<file path="src/rtl/bram_loader_pkg.sv">
// Shared signal-generator definitions: loader FSM encoding and default BRAM geometry.
// The BRAM sample reader imports the same package.
package bram_loader_pkg;

    localparam int ADDR_WIDTH_DEF = 8;
    localparam int DATA_WIDTH_DEF = 32;
    localparam int DEPTH          = 2 ** ADDR_WIDTH_DEF;
    localparam int LAST_ADDR      = DEPTH - 1;

    typedef enum logic [2:0] {
        ST_IDLE,
        ST_LOAD,
        ST_DRAIN,
        ST_PAD,
        ST_DONE
    } loader_state_t;

endpackage

</file>
<file path="src/rtl/bram_wr_port.sv">
// Registered BRAM write port: a request in one cycle appears as a write the next cycle.
// Address and data hold their last written values between writes.
module bram_wr_port #(
    parameter int ADDR_WIDTH = 8,
    parameter int DATA_WIDTH = 32
) (
    input  logic                  clk,
    input  logic                  rst,
    input  logic                  wr_req,
    input  logic [ADDR_WIDTH-1:0] wr_addr,
    input  logic [DATA_WIDTH-1:0] wr_data,
    output logic                  bram_we,
    output logic [ADDR_WIDTH-1:0] bram_addr,
    output logic [DATA_WIDTH-1:0] bram_data
);

    always_ff @(posedge clk) begin
        if (rst) begin
            bram_we   <= 1'b0;
            bram_addr <= '0;
            bram_data <= '0;
        end else begin
            bram_we <= wr_req;
            if (wr_req) begin
                bram_addr <= wr_addr;
                bram_data <= wr_data;
            end
        end
    end

endmodule

</file>
<file path="src/rtl/bram_loader.sv">
// Loads a valid/ready word stream into the waveform BRAM from address 0, then pulses arm.
// BRAM_LOADER_PAD_EN: fill addresses after a short stream with pad_value.
module bram_loader
    import bram_loader_pkg::*;
#(
    parameter int ADDR_WIDTH = ADDR_WIDTH_DEF,
    parameter int DATA_WIDTH = DATA_WIDTH_DEF
) (
    input  logic                  clk,
    input  logic                  rst,
    input  logic                  start,
    input  logic                  reader_busy,
    input  logic [DATA_WIDTH-1:0] pad_value,
    input  logic [DATA_WIDTH-1:0] s_tdata,
    input  logic                  s_tvalid,
    input  logic                  s_tlast,
    output logic                  s_tready,
    output logic [ADDR_WIDTH-1:0] bram_addr,
    output logic                  bram_we,
    output logic [DATA_WIDTH-1:0] bram_data_o,
    output logic                  arm,
    output logic                  busy,
    output logic [ADDR_WIDTH:0]   words_loaded,
    output logic                  truncated
);

    localparam logic [ADDR_WIDTH-1:0] LAST = {ADDR_WIDTH{1'b1}};

    loader_state_t         state, state_nxt;
    logic [ADDR_WIDTH-1:0] cnt;
    logic                  hs;
    logic                  at_last;
    logic                  wr_req;
    logic [DATA_WIDTH-1:0] wr_data;
    logic                  load_ok;

    assign s_tready = (state == ST_LOAD) || (state == ST_DRAIN);
    assign hs       = s_tvalid && s_tready;
    assign at_last  = (cnt == LAST);
    assign busy     = (state != ST_IDLE);
    assign load_ok  = (state == ST_IDLE) && start && !reader_busy;
    // DONE lingers while the final registered write is still on the port, so arm follows it
    assign arm      = (state == ST_DONE) && !bram_we;

`ifndef BRAM_LOADER_PAD_EN
    logic unused_pad;
    assign unused_pad = ^pad_value;
`endif

    always_comb begin
        wr_req  = 1'b0;
        wr_data = s_tdata;
        if (state == ST_LOAD && hs) begin
            wr_req = 1'b1;
        end
`ifdef BRAM_LOADER_PAD_EN
        if (state == ST_PAD) begin
            wr_req  = 1'b1;
            wr_data = pad_value;
        end
`endif
    end

    always_comb begin
        state_nxt = state;
        case (state)
            ST_IDLE:  if (load_ok) state_nxt = ST_LOAD;
            ST_LOAD: begin
                if (hs) begin
                    if (at_last) begin
                        state_nxt = s_tlast ? ST_DONE : ST_DRAIN;
                    end else if (s_tlast) begin
`ifdef BRAM_LOADER_PAD_EN
                        state_nxt = ST_PAD;
`else
                        state_nxt = ST_DONE;
`endif
                    end
                end
            end
            ST_DRAIN: if (hs && s_tlast) state_nxt = ST_DONE;
            ST_PAD:   if (at_last) state_nxt = ST_DONE;
            ST_DONE:  if (!bram_we) state_nxt = ST_IDLE;
            default:  state_nxt = ST_IDLE;
        endcase
    end

    always_ff @(posedge clk) begin
        if (rst) begin
            state        <= ST_IDLE;
            cnt          <= '0;
            words_loaded <= '0;
            truncated    <= 1'b0;
        end else begin
            state <= state_nxt;
            if (load_ok) begin
                cnt          <= '0;
                words_loaded <= '0;
                truncated    <= 1'b0;
            end
            if (wr_req && !at_last) begin
                cnt <= cnt + 1'b1;
            end
            if (state == ST_LOAD && hs) begin
                words_loaded <= words_loaded + 1'b1;
                if (at_last && !s_tlast) begin
                    truncated <= 1'b1;
                end
            end
        end
    end

    bram_wr_port #(
        .ADDR_WIDTH(ADDR_WIDTH),
        .DATA_WIDTH(DATA_WIDTH)
    ) u_wr_port (
        .clk      (clk),
        .rst      (rst),
        .wr_req   (wr_req),
        .wr_addr  (cnt),
        .wr_data  (wr_data),
        .bram_we  (bram_we),
        .bram_addr(bram_addr),
        .bram_data(bram_data_o)
    );

endmodule

</file>
<file path="config.mk">
export PLATFORM = sky130hd
export DESIGN_NAME = bram_loader
export DESIGN_NICKNAME = d
export VERILOG_FILES = /design/src/rtl/bram_loader_pkg.sv /design/src/rtl/bram_wr_port.sv /design/src/rtl/bram_loader.sv
export SDC_FILE = /design/constraint.sdc
export NUM_CORES = 1
export LEC_CHECK = 0
export BUFFER_PORTS_ARGS = -buffer_cell sky130_fd_sc_hd__buf_2
export CELL_PAD_IN_SITES_DETAIL_PLACEMENT = 1
export CELL_PAD_IN_SITES_GLOBAL_PLACEMENT = 1
export CORE_ASPECT_RATIO = 0.8
export CORE_MARGIN = 2
export CORE_UTILIZATION = 30
export CTS_BUF_LIST = sky130_fd_sc_hd__clkbuf_8
export CTS_CLUSTER_DIAMETER = 150
export DETAILED_ROUTE_END_ITERATION = 8
export PLACE_DENSITY_LB_ADDON = 0.1
export SYNTH_ARGS = -nofsm -noshare
export SYNTH_HDL_FRONTEND = slang
export SYNTH_SLANG_ARGS = --single-unit
export TNS_END_PERCENT = 30
</file>
<file path="constraint.sdc">
create_clock -name clk -period 5.3 [get_ports clk]
set_clock_uncertainty 0.2 [all_clocks]
set_input_delay 0.53 -clock clk [delete_from_list [all_inputs] [get_ports clk]]
set_output_delay 0.53 -clock clk [all_outputs]
set_load 0.05 [all_outputs]
</file>
==> results.toml <==
[outcome]
outcome = "completed"

[synthesis]
synth_edf_count = 0
synth_top_flop_cell = "dfxtp_1"
ys_types = 50
syn_area_per_cell_um2 = 8.19
yosysWarnings = 0
synthesis.area_mm2 = 0.00256
synthArstFlopShare_pct = 0
ys_seq_area_share_pct = 48.4
syn-instance-count = 313
syn_nets = 385
ys_seq_elements = 62

[cells_and_area]
area_growth_pct = 27.7
fin_util_pct = 38.9
antenna_cells = 0
layout.cells.non_filler = 511
layout.nets = 467
final_cell_mix = "buf_2 (91), nand2_1 (88), dfxtp_1 (62)"
final_common_cell = "buf_2"
layout-drive-gt1-share_pct = 29.1

[critical_path]
cp_data_arrival_time_ns = 2.70
endpoint_kind = "register"
critPathKind = "reg2reg"
required_ns = 5.32
start_kind = "register"
crit_fanout = 31

[worst_hold_path]
hold_class = "in2reg"

[routing]
wl_um = 7280
wl_per_cell_um = 14.3
viasPerCell = 4.81
drc_errors = 0
first_iter_violations = 62
vias = 2457
dr.pass1.iters = 4
final_antenna_net_count = 0

[timing]
finalWorstSetupSlack_ns = 2.61
period_minus_slack_ns = 2.69
tightest_slew_ns = 0.727
fin_crit_sh_pct = 50.7
finalSetupViolCount = 0
tns_ns = 0
maxSlewHeadroom_pct = 51.5
rsz0062_at_grt = "no"
clock.fmax_ghz = 0.372
hold_violations = 0
maxSlewViolCount = 0

[clock_tree]
cts_tree = "done"
cts_setup_buffers = 0
clock_latency_ns = 0.33
cts_buffers = 9
clock_sinks = 62
cts_htree_levels = 3
cts.path.max_buffers = 2
holdBufCountCts = 0
clock-root-buffer = "clkbuf_8"
cts_resized = 0
clk_pin_slew_ns = 0.07

[power]
power_mw = 0.991
leakage_nw = 1.38
peakVddDrop_uv = 107
powerDensity_mw_per_mm2 = 303

[die]
die_x_um = 107
start_util_pct = 30.5
fp.dieH_um = 86.7
io_pins = 124
rows = 30
core_mm2 = 0.00841
dieArea_mm2 = 0.00931

[global_routing]
grt_pass1_wl_um = 11900
grt_max_degree = 51
grt_pass1_vias = 2359
antenna_found_initial = 0
gr-total-overflow = 0
grt_usage_pct = 16.4

[placed_design]
numPortBuffers = 91
placed_cells = 496
dpl.hpwl_um = 4910
gp_congestion = 0.738
pre_cts_ws_ns = 2.53

[run]
maxCapViolCount = 0
## stage by stage
stage,hold slack (ns),area [um^2]
floorplan,0.262,2560
global placement,0.239,3090
detailed placement,0.246,3090
CTS,0.205,3270
global route,0.215,3270
finish,0.224,3270
## cell type report
| cell class | instances | area [um^2] |
|---|---|---|
| multi-input cells | 225 | 1210 |
| fillers | 1045 | 5130 |
| repair buffers | 94 | 478 |
| well taps | 112 | 140 |
| clock buffers | 10 | 138 |
| clock inverters | 5 | 51.3 |
| flip-flops and latches | 62 | 1240 |
| inverters | 3 | 11.3 |
## routing by layer
layer	global-route usage [%]	up-vias	part of all wire [%]
met5	0	-	0
met4	5.24	0	0.76
met3	6.54	4	6.9
met2	25.9	60	46
met1	20.7	1153	46
li1	-	1240	-
## critical path, cell delays in order, from the launching register on
cell and delay, ns:
dfxtp_1 0.45, nand4bb_2 0.79, buf_4 0.49, or3_1 0.43
nand4_1 0.10, o31ai_1 0.07
## worst paths after layout
check                     startpoint                 endpoint  slack [ns]  cells past startpoint
min reg2reg  u_wr_port.bram_data[31]  u_wr_port.bram_data[31]        0.25                      2
max                         state[1]          words_loaded[8]        2.61                      5
min                      s_tdata[10]  u_wr_port.bram_data[10]        0.22                      3
max reg2reg                 state[1]          words_loaded[8]        2.61                      5
## kinds of logic (layout without fill, tap and decap cells)
logic type | after synthesis | count (layout) | share of synthesized area, %
and+or+nand+nor | 137 | 137 | 24.3
buffers and inverters | 26 | 112 | 5.02
AOI/OAI and AO/OA | 80 | 80 | 19.2
xor gates and xnor gates | 5 | 5 | 1.71
muxes | 1 | 1 | 0.439
adders and majority gates | 2 | 2 | 0.975
DFF | 62 | 62 | 48.4
## flip-flops by register name (all words and copies together), names as in the netlist
signal,flops
truncated,1
state,3
u_wr_port.bram_we,1
words_loaded,9
u_wr_port.bram_addr,8
cnt,8
u_wr_port.bram_data,32
## power by group
part | switching [mW] | leakage (nW) | total [mW] | internal [mW]
Sequential | 0.00633 | 0.501 | 0.481 | 0.475
Combinational | 0.0731 | 0.781 | 0.103 | 0.0303
Clock | 0.183 | 0.0993 | 0.407 | 0.224
Total | 0.262 | 1.38 | 0.991 | 0.729
## synth_stat cells, types with 2 or more instances
master     n  area, um^2
nand2_1   88         330
dfxtp_1   62        1240
a21oi_1   47         235
buf_2     10        50.1
clkbuf_1  10        37.5
nand3_1    9        45.0
nor2_1     8        30.0
nor3_1     6        30.0
o21ai_0    6        30.0
and3_1     5        31.3
a21o_1     4        30.0
xnor2_1    4        35.0
a311oi_1   3        26.3
inv_1      3        11.3
nand4_1    3        18.8
o31ai_1    3        22.5
or3_1      3        18.8
a21boi_0   2        15.0
buf_6      2        22.5
ha_1       2        25.0
nand2b_1   2        12.5
nor4_1     2        12.5
o21a_1     2        15.0
No activity file was read; power rests on OpenSTA's default activity.
